--- src/rtl/neuron_mac_if.sv ---
// Stream and parameter-load bundle for neuron_mac: weight/bias writes,
// the activation input handshake and the result output handshake.
interface neuron_mac_if #(
    parameter int dataWidth = 16,
    parameter int ADDR_W    = 5
);
    logic                   w_wr_en;
    logic [ADDR_W-1:0]      w_addr;
    logic [dataWidth-1:0]   w_data;
    logic                   b_wr_en;
    logic [dataWidth-1:0]   b_data;
    logic                   in_valid;
    logic [dataWidth-1:0]   in_data;
    logic                   in_ready;
    logic                   out_valid;
    logic [2*dataWidth-1:0] out_data;
    logic                   out_ready;

    modport master (
        output w_wr_en, w_addr, w_data, b_wr_en, b_data,
        output in_valid, in_data, out_ready,
        input  in_ready, out_valid, out_data
    );

    modport slave (
        input  w_wr_en, w_addr, w_data, b_wr_en, b_data,
        input  in_valid, in_data, out_ready,
        output in_ready, out_valid, out_data
    );
endinterface

--- src/rtl/neuron_mac.sv ---
// Single-neuron MAC: streams Q2.14 activations against stored Q2.14 weights,
// adds an aligned bias with saturation and emits one Q4.28 sum per frame.
module neuron_mac #(
    parameter int dataWidth      = 16,
    parameter int weightIntWidth = 2,
    parameter int NUM_INPUTS     = 30,
    parameter int ADDR_W         = 5
) (
    input  logic         clk,
    input  logic         rst,
    neuron_mac_if.slave  bus
);
    localparam int W2   = 2 * dataWidth;
    localparam int FRAC = dataWidth - weightIntWidth;

    localparam logic [1:0] ST_ACC   = 2'd0;
    localparam logic [1:0] ST_DRAIN = 2'd1;
    localparam logic [1:0] ST_BIAS  = 2'd2;
    localparam logic [1:0] ST_OUT   = 2'd3;

    localparam logic [ADDR_W-1:0] LAST_IDX = ADDR_W'(NUM_INPUTS - 1);
    localparam logic [ADDR_W:0]   DEPTH    = (ADDR_W + 1)'(NUM_INPUTS);

    logic [1:0]           state_reg;
    logic [ADDR_W-1:0]    cnt_reg;
    logic [W2-1:0]        acc_reg;
    logic [dataWidth-1:0] bias_reg;
    logic [dataWidth-1:0] x_reg;
    logic [dataWidth-1:0] w_q_reg;
    logic [W2-1:0]        prod_reg;
    logic                 s1_valid_reg;
    logic                 s2_valid_reg;
    logic                 out_valid_reg;
    logic [W2-1:0]        out_data_reg;

    logic [dataWidth-1:0] ram [NUM_INPUTS];

    logic          accept;
    logic          idle;
    logic          w_we;
    logic          b_we;
    logic [W2-1:0] prod_next;
    logic [W2-1:0] bias_ext;
    logic [W2-1:0] acc_sum;
    logic [W2-1:0] bias_sum;

    // Two's-complement add at W2+1 bits, clamped to the W2-bit signed range.
    function automatic logic [W2-1:0] sat_add(input logic [W2-1:0] a, input logic [W2-1:0] b);
        logic [W2:0]   s;
        logic [W2-1:0] r;
        s = {a[W2-1], a} + {b[W2-1], b};
        if (s[W2] != s[W2-1])
            r = s[W2] ? {1'b1, {(W2-1){1'b0}}} : {1'b0, {(W2-1){1'b1}}};
        else
            r = s[W2-1:0];
        return r;
    endfunction

    assign accept = (state_reg == ST_ACC) && bus.in_valid;
    assign idle   = (state_reg == ST_ACC) && (cnt_reg == '0) && !s1_valid_reg && !s2_valid_reg;
    assign w_we   = bus.w_wr_en && idle && ({1'b0, bus.w_addr} < DEPTH);
    assign b_we   = bus.b_wr_en && idle;

    // Sign-extending both operands to W2 bits makes the low W2 bits of an
    // unsigned multiply equal to the signed product.
    assign prod_next = {{dataWidth{x_reg[dataWidth-1]}}, x_reg}
                     * {{dataWidth{w_q_reg[dataWidth-1]}}, w_q_reg};
    assign bias_ext  = {{(W2-dataWidth){bias_reg[dataWidth-1]}}, bias_reg} << FRAC;
    assign acc_sum   = sat_add(acc_reg, prod_reg);
    assign bias_sum  = sat_add(acc_reg, bias_ext);

    assign bus.in_ready  = (state_reg == ST_ACC);
    assign bus.out_valid = out_valid_reg;
    assign bus.out_data  = out_data_reg;

    // Weight store: read-before-write, so a beat alongside a write sees the old word.
    always_ff @(posedge clk) begin
        if (w_we)
            ram[bus.w_addr] <= bus.w_data;
        if (accept)
            w_q_reg <= ram[cnt_reg];
    end

    always_ff @(posedge clk) begin
        if (accept)
            x_reg <= bus.in_data;
        if (s1_valid_reg)
            prod_reg <= prod_next;
    end

    always_ff @(posedge clk) begin
        if (rst) begin
            state_reg     <= ST_ACC;
            cnt_reg       <= '0;
            acc_reg       <= '0;
            bias_reg      <= '0;
            s1_valid_reg  <= 1'b0;
            s2_valid_reg  <= 1'b0;
            out_valid_reg <= 1'b0;
            out_data_reg  <= '0;
        end else begin
            s1_valid_reg <= accept;
            s2_valid_reg <= s1_valid_reg;

            if (accept)
                cnt_reg <= cnt_reg + 1'b1;
            if (b_we)
                bias_reg <= bus.b_data;
            if (s2_valid_reg)
                acc_reg <= acc_sum;

            case (state_reg)
                ST_ACC: begin
                    if (accept && (cnt_reg == LAST_IDX))
                        state_reg <= ST_DRAIN;
                end
                ST_DRAIN: begin
                    if (!s1_valid_reg && !s2_valid_reg)
                        state_reg <= ST_BIAS;
                end
                ST_BIAS: begin
                    acc_reg       <= bias_sum;
                    out_data_reg  <= bias_sum;
                    out_valid_reg <= 1'b1;
                    state_reg     <= ST_OUT;
                end
                default: begin
                    if (bus.out_ready) begin
                        out_valid_reg <= 1'b0;
                        acc_reg       <= '0;
                        cnt_reg       <= '0;
                        state_reg     <= ST_ACC;
                    end
                end
            endcase
        end
    end
endmodule

--- src/flat_wrapper.sv ---
// flat-port wrapper written by rule: the top's interface ports become plain ports
module neuron_mac_flat 
#(
    parameter int dataWidth      = 16,
    parameter int weightIntWidth = 2,
    parameter int NUM_INPUTS     = 30,
    parameter int ADDR_W         = 5
)
  (clk, rst, bus_w_wr_en, bus_w_addr, bus_w_data, bus_b_wr_en, bus_b_data, bus_in_valid, bus_in_data, bus_out_ready, bus_in_ready, bus_out_valid, bus_out_data);
  neuron_mac_if #(.dataWidth(dataWidth), .ADDR_W(ADDR_W)) bus_i ();
  input  logic clk;
  input  logic rst;
  input wire logic [$bits(bus_i.w_wr_en)-1:0] bus_w_wr_en;
  input wire logic [$bits(bus_i.w_addr)-1:0] bus_w_addr;
  input wire logic [$bits(bus_i.w_data)-1:0] bus_w_data;
  input wire logic [$bits(bus_i.b_wr_en)-1:0] bus_b_wr_en;
  input wire logic [$bits(bus_i.b_data)-1:0] bus_b_data;
  input wire logic [$bits(bus_i.in_valid)-1:0] bus_in_valid;
  input wire logic [$bits(bus_i.in_data)-1:0] bus_in_data;
  input wire logic [$bits(bus_i.out_ready)-1:0] bus_out_ready;
  output wire logic [$bits(bus_i.in_ready)-1:0] bus_in_ready;
  output wire logic [$bits(bus_i.out_valid)-1:0] bus_out_valid;
  output wire logic [$bits(bus_i.out_data)-1:0] bus_out_data;
  assign bus_i.w_wr_en = bus_w_wr_en;
  assign bus_i.w_addr = bus_w_addr;
  assign bus_i.w_data = bus_w_data;
  assign bus_i.b_wr_en = bus_b_wr_en;
  assign bus_i.b_data = bus_b_data;
  assign bus_i.in_valid = bus_in_valid;
  assign bus_i.in_data = bus_in_data;
  assign bus_i.out_ready = bus_out_ready;
  assign bus_in_ready = bus_i.in_ready;
  assign bus_out_valid = bus_i.out_valid;
  assign bus_out_data = bus_i.out_data;
  neuron_mac #(.dataWidth(dataWidth), .weightIntWidth(weightIntWidth), .NUM_INPUTS(NUM_INPUTS), .ADDR_W(ADDR_W)) u_core (.clk(clk), .rst(rst), .bus(bus_i));
endmodule
--- config.mk ---
export PLATFORM = sky130hd
export DESIGN_NAME = neuron_mac_flat
export DESIGN_NICKNAME = d
export VERILOG_FILES = /design/src/rtl/neuron_mac_if.sv /design/src/rtl/neuron_mac.sv /design/src/flat_wrapper.sv
export SDC_FILE = /design/constraint.sdc
export NUM_CORES = 2
export LEC_CHECK = 0
export CORE_MARGIN = 2
export CORE_UTILIZATION = 37
export CTS_BUF_LIST = sky130_fd_sc_hd__clkbuf_8
export DETAILED_ROUTE_END_ITERATION = 10
export GPL_ROUTABILITY_DRIVEN = 1
export PLACE_DENSITY_LB_ADDON = 0.15
export SETUP_SLACK_MARGIN = 0.4
export SYNTH_ARGS = -nofsm -noshare
export SYNTH_HDL_FRONTEND = slang
export SYNTH_SLANG_ARGS = --single-unit
--- constraint.sdc ---
create_clock -name clk -period 5.9 [get_ports clk]
set_clock_uncertainty 0.1 [all_clocks]
set_input_delay 0.59 -clock clk [delete_from_list [all_inputs] [get_ports clk]]
set_output_delay 0.59 -clock clk [all_outputs]
set_load 0.02 [all_outputs]
Word level (Yosys, flattened, before mapping)
Memories as Yosys holds them, arrays and structs flattened. A register that Yosys moved wholly into a read port is not among the register bits.
Index checks and enable logic that the tools add are counted.
{"block": "op_classes", "add_sub_neg": 3, "n_mul": 1, "n_lt_le_gt_ge": 1, "n_eq_ne": 7, "muxes": 18, "bitwise": 1, "reduce_logical": 19}
{"operator": "32-bit two-way mux", "n": 6}
{"operator": "32-bit one-hot mux with 2 select lines", "n": 1}
{"operator": "32-bit by 30-bit adder with 33-bit output", "n": 1}
{"operator": "32-bit by 32-bit adder with 33-bit output", "n": 1}
{"operator": "16-bit by 16-bit multiplier with 32-bit output", "n": 1}
{"operator": "5-bit two-way mux", "n": 3}
{"operator": "1-bit logical AND", "n": 9}
{"operator": "2-bit two-way mux", "n": 3}
{"operator": "2-bit one-hot mux with 3 select lines", "n": 1}
{"operator": "5-bit by 1-bit adder with 5-bit output, second input constant", "n": 1}
{"operator": "5-bit == test, second input constant", "n": 1}
{"operator": "5-bit zero test", "n": 1}
{"operator": "5-bit less-than comparator, second input constant", "n": 1}
{"operator": "2-bit by 1-bit inequality test with 1-bit output, second input constant", "n": 2}
{"operator": "4-bit nonzero test", "n": 1}
{"operator": "1-bit two-way mux", "n": 3}
{"operator": "3-bit AND reduction", "n": 1}
{"operator": "3-bit OR reduction", "n": 1}
{"operator": "2-bit by 1-bit == test with 1-bit output, second input constant", "n": 1}
{"operator": "2-bit == test, second input constant", "n": 1}
{"operator": "1-bit zero test", "n": 2}
{"operator": "2-bit zero test", "n": 1}
{"operator": "1-bit inequality test", "n": 2}
{"operator": "1-bit one-hot mux with 2 select lines", "n": 1}
{"operator": "other kinds (4)", "n": 4}
{"block": "word_totals", "reg_bits": 138, "mem_bits_rw": 480, "input_bits": 59, "output_inout_bits": 34, "elab_cells": 61, "memories": 1}
{"name": "u_core.ram", "depth": 30, "word_bits": 16, "rd": 1, "rd_clocked_by_memory_dff": 1, "wr": 1, "line_no": "neuron_mac.sv:36", "source": "logic [dataWidth-1:0] ram [NUM_INPUTS];"}

Logic depth before layout (Yosys ltp)
{"block": "logic_depth", "depth_word": 8, "mapped_depth": 25, "ltp_nobuf": 24}

Worst setup path before layout
Ideal clock, no wire load.
{"block": "synth_path", "path_type": "reg-to-reg", "startpoint": "register u_core.x_reg[15]", "endpoint": "register u_core.prod_reg[31] (data pin)", "arrival_time_ps": 5726, "path_slack_ps": -189, "stages_incl_launch_ff": 22, "n_path_buf": 1, "cell_sequence": "edfxtp_1 -> clkbuf_1 -> nand2_1 -> inv_1 -> fa_1 -> fa_1 -> fa_1 -> fa_1 -> fa_1 -> inv_1 -> fa_1 -> inv_1 -> ha_1 -> nand2_1 -> nand2_1 -> a21o_1 -> a21o_1 -> a21oi_1 -> o31ai_1 -> a41o_1 -> o41ai_2 -> xnor2_1"}
{"block": "synth_between", "elab_chain_cells": 1}
{"element": "start: declaration", "line_no": "neuron_mac.sv:28", "source": "logic [dataWidth-1:0] x_reg;"}
{"element": "start signal: assignment", "line_no": "neuron_mac.sv:86", "source": "x_reg <= bus.in_data;"}
{"element": "16-bit by 16-bit multiplier with 32-bit output", "line_no": "neuron_mac.sv:67", "source": "* {{dataWidth{w_q_reg[dataWidth-1]}}, w_q_reg};"}
{"element": "via u_core.prod_next[31]", "line_no": "neuron_mac.sv:42", "source": "logic [W2-1:0] prod_next;"}
{"element": "end signal: assignment", "line_no": "neuron_mac.sv:88", "source": "prod_reg <= prod_next;"}
{"element": "end: declaration", "line_no": "neuron_mac.sv:30", "source": "logic [W2-1:0] prod_reg;"}
The timed path passes the listed nets, and every way through them passes these cells.
A chain may end at the register's enable or synchronous reset.

Worst setup path in the final report
{"block": "layout_path", "startpoint": "register u_core.x_reg[8]", "endpoint": "register u_core.prod_reg[29] (data pin)"}
The elaborated chain is that of the path after synthesis.

==> impl_metrics.tcl <==
set metrics [dict create \
    core_sq_mm 0.0981 \
    dp_cells 4173 \
    drc_errors 0 \
    cp_common_cell "fa_1" \
    synthCells 2721 \
    crit_family "adder cells" \
    crit_path_start_kind "flop" \
    cts_made_buffers 109 \
    hold_ws_ps 319 \
    setup.worst_path.class "reg -> reg" \
    hold_viol_final 0 \
    cpMaxStageDelayCell "fa_1" \
    rows 115 \
    track_usage_pct 18.8 \
    hpwlAfterDp_um 66800 \
    r2r_end "u_core.prod_reg[29]$_DFFE_PP_" \
    relSlewSlack_pct 18.7 \
    worstSkewPairLatency_ps 760 \
    synth_seq_area_share_pct 49.7 \
    yosys_warnings 0 \
    multi_input_area_sq_mm 0.0171 \
    netlist_area_sq_mm 0.0365 \
    grt_pass1_vias 23900 \
    port_buffers 92 \
    antenna_found_initial 4 \
    largest_register "u_core.ram" \
    cts_buffer_depth 3 \
    grt_first_pass_wirelength_um 145000 \
    holdPathEnd "u_core.x_reg[11]$_DFFE_PP_" \
    async_flop_share_pct 0 \
    synth_top_family_by_area "adder cells" \
    numClockSinks 634 \
    cts_tree "built" \
    synth_seq_cells 634 \
    synth_top_area_share_pct 44.7 \
    drt-total-wl_um 94200 \
    final_cell_area_sq_mm 0.0430 \
    hold_start "bus_in_data[11]" \
    vias 22532 \
    final_cells 4395 \
    nFillCells 9034 \
    clock.fmax_ghz 0.166 \
    wl_per_cell_um 21.4 \
    grt_max_degree 68 \
    slew_viol_final 0 \
    ant_nets 0 \
    die_w_um 318 \
    reg2reg_depth 21 \
    grt_overflow 0 \
    cts-root-buf "clkbuf_8" \
    period_needed_ps 6040 \
    die_h_um 318 \
    synth_cell_types 89 \
    drive_above_1_share_pct 21.0 \
    path_buf_inv 5 \
    firstDrtPassIters 5 \
    hold_depth 1 \
    synth_xor_xnor_area_share_pct 1.85 \
    yosys.area_share.simple_pct 8.06 \
    layout.nets 3488 \
    syn_area_per_cell_sq_um 13.4 \
    routabilityCongestion 0.870 \
    viasPerCell 5.13 \
    synth.area.top_cells "edfxtp_1, fa_1, mux4_2, dfxtp_1, ha_1" \
    place_area_sq_mm 0.0403 \
    yosys.area_share.adder_pct 19.3 \
    dieArea_sq_mm 0.101 \
    status "complete, but fails checks" \
    largest_reg_flops 480 \
    syn_nets 3183 \
    rsz0062_at_grt "yes" \
    crit_fanout 4 \
    start_util_pct 37.2 \
    synth-edff-count 544 \
    setup_viol 5 \
    fin_ws_ps -142 \
    synth-compound-area-share_pct 6.33 \
    regArea_sq_mm 0.0181 \
    cap_violations 0 \
    crit_required_ps 6290 \
    path_cells "buf_4 > buf_4 > nand2_1 > fa_1 > fa_1 > fa_2 > fa_1 > inv_1 > fa_1 > fa_1 > ha_4 > and4_4 > buf_6 > nand2_4 > o211ai_1 > a221oi_2 > o31ai_2 > a41o_1 > buf_4 > nor2_2 > xnor2_1" \
    arrival_ps 6430 \
    clkTransAtPathRegs_ps 70 \
    tightest_slew_ps 1220 \
    synth_ff_type "edfxtp_1" \
    pin_count 93 \
    violations "setup timing" \
    cp.depth 21 \
    syn2layout_area_growth_pct 17.6 \
    drt-initial-drc-count 1461 \
    end_kind "flop" \
    synthMuxAreaShare_pct 10.2 \
    min_period_over_period_pct 102 \
    r2r_slack_ps -140 \
    cpPeakStageDelay_ps 580 \
    yosys.area.top_type "edfxtp_1" \
    min_path_type "in -> reg" \
    rr_startpoint "u_core.x_reg[8]$_DFFE_PP_" \
    htreeDepth 3 \
]
layout by cell type (no fill, tap or decap), drive strengths merged, types with 6 or more instances in the layout:
cell type,instances
xor2,27
o21bai,12
o21ai,109
nor4,7
nor2,143
mux2,25
o31ai,6
bufinv,7
nand2b,17
edfxtp,544
clkdlybuf4s50,91
a31oi,7
clkinv,33
inv,359
a21oi,117
dfxtp,90
nor2b,7
o22ai,6
mux4,137
fa,264
nor3,22
nand2,231
mux2i,35
buf,215
or2,8
a211oi,14
ha,139
o211ai,15
o221ai,7
nand4,8
and2,125
a21o,16
xnor2,50
clkbuf,115
nand3,25
repair_timing:
| action | CTS | global route |
|---|---|---|
| cloned | 0 | 0 |
| endpoints found under the setup margin | 16 | 19 |
| resized for setup | 54 | 27 |
| hold buffers | 0 | 0 |
| pin swaps | 40 | 18 |
| setup buffers | 25 | 4 |
cell families (layout without fill, tap and decap cells):
logic type	Yosys count	count (layout)
adders and majority gates	404	404
xor gates and xnor gates	77	77
other	0	1
muxes	197	197
and+or+nand+nor	614	614
buffers and inverters	436	822
AOI/OAI and AO/OA	359	359
DFF	634	634
final cells by class:
class / instances / share of cell area, %
clock inverter: 77 / 1.30
sequential: 634 / 42.2
inverter: 324 / 2.84
tap: 1287 / 3.75
antenna: 1 / 0.00582
timing repair buffer: 306 / 6.34
multi-input combinational: 1651 / 39.9
clock buffer: 115 / 3.68
synth_stat cells (5+ instances only):
library cell	number
fa_1	264
and2_1	125
nand2_1	230
mux4_2	137
o211ai_1	15
clkbuf_1	82
o21ai_0	76
xor2_1	27
a211o_1	5
or2_2	7
nor2_1	142
nand4_1	7
a211oi_1	10
dfxtp_1	90
inv_1	323
ha_1	139
nor2b_1	7
o22ai_1	6
a21o_1	16
nand3_1	25
o31ai_1	5
nand2b_1	17
a31oi_1	7
buf_2	21
nor3_1	17
and3_1	5
edfxtp_1	544
a21oi_1	111
o21bai_1	12
a22oi_1	5
mux2_2	25
a21oi_2	5
xnor2_1	50
o221ai_1	7
o21ai_1	30
nor4_1	5
mux2i_1	34
worst max-delay path by stage:
stage,startpoint,endpoint
floorplan,u_core.x_reg[15]$_DFFE_PP_,u_core.prod_reg[31]$_DFFE_PP_
global placement,u_core.w_q_reg[4]$_DFFE_PP_,u_core.prod_reg[30]$_DFFE_PP_
detailed placement,u_core.w_q_reg[4]$_DFFE_PP_,u_core.prod_reg[31]$_DFFE_PP_
CTS,u_core.w_q_reg[4]$_DFFE_PP_,u_core.prod_reg[30]$_DFFE_PP_
global route,u_core.x_reg[9]$_DFFE_PP_,u_core.prod_reg[29]$_DFFE_PP_
finish,u_core.x_reg[8]$_DFFE_PP_,u_core.prod_reg[29]$_DFFE_PP_
stage by stage:
step | utilization [%] | TNS, ps | worst slack (ps)
floorplan | - | 0 | 10.7
global route | 43.8 | -2900 | -384
CTS | 43.7 | -852 | -191
finish | 43.8 | -538 | -142
global placement | 41.1 | -1940 | -341
detailed placement | 41.1 | -2310 | -354
routing by layer:
layer | global-route usage [%] | part of all wire (%) | up-vias
li1 | - | - | 10244
met1 | 24.4 | 42 | 11617
met2 | 32.2 | 50 | 514
met4 | 5.39 | 2.5 | 2
met5 | 0 | 0.011 | -
met3 | 3.26 | 4.8 | 155
Power is left out: the tool's default activity adds up to more than one toggle a clock period on the data nets, which glitch-free logic cannot reach.
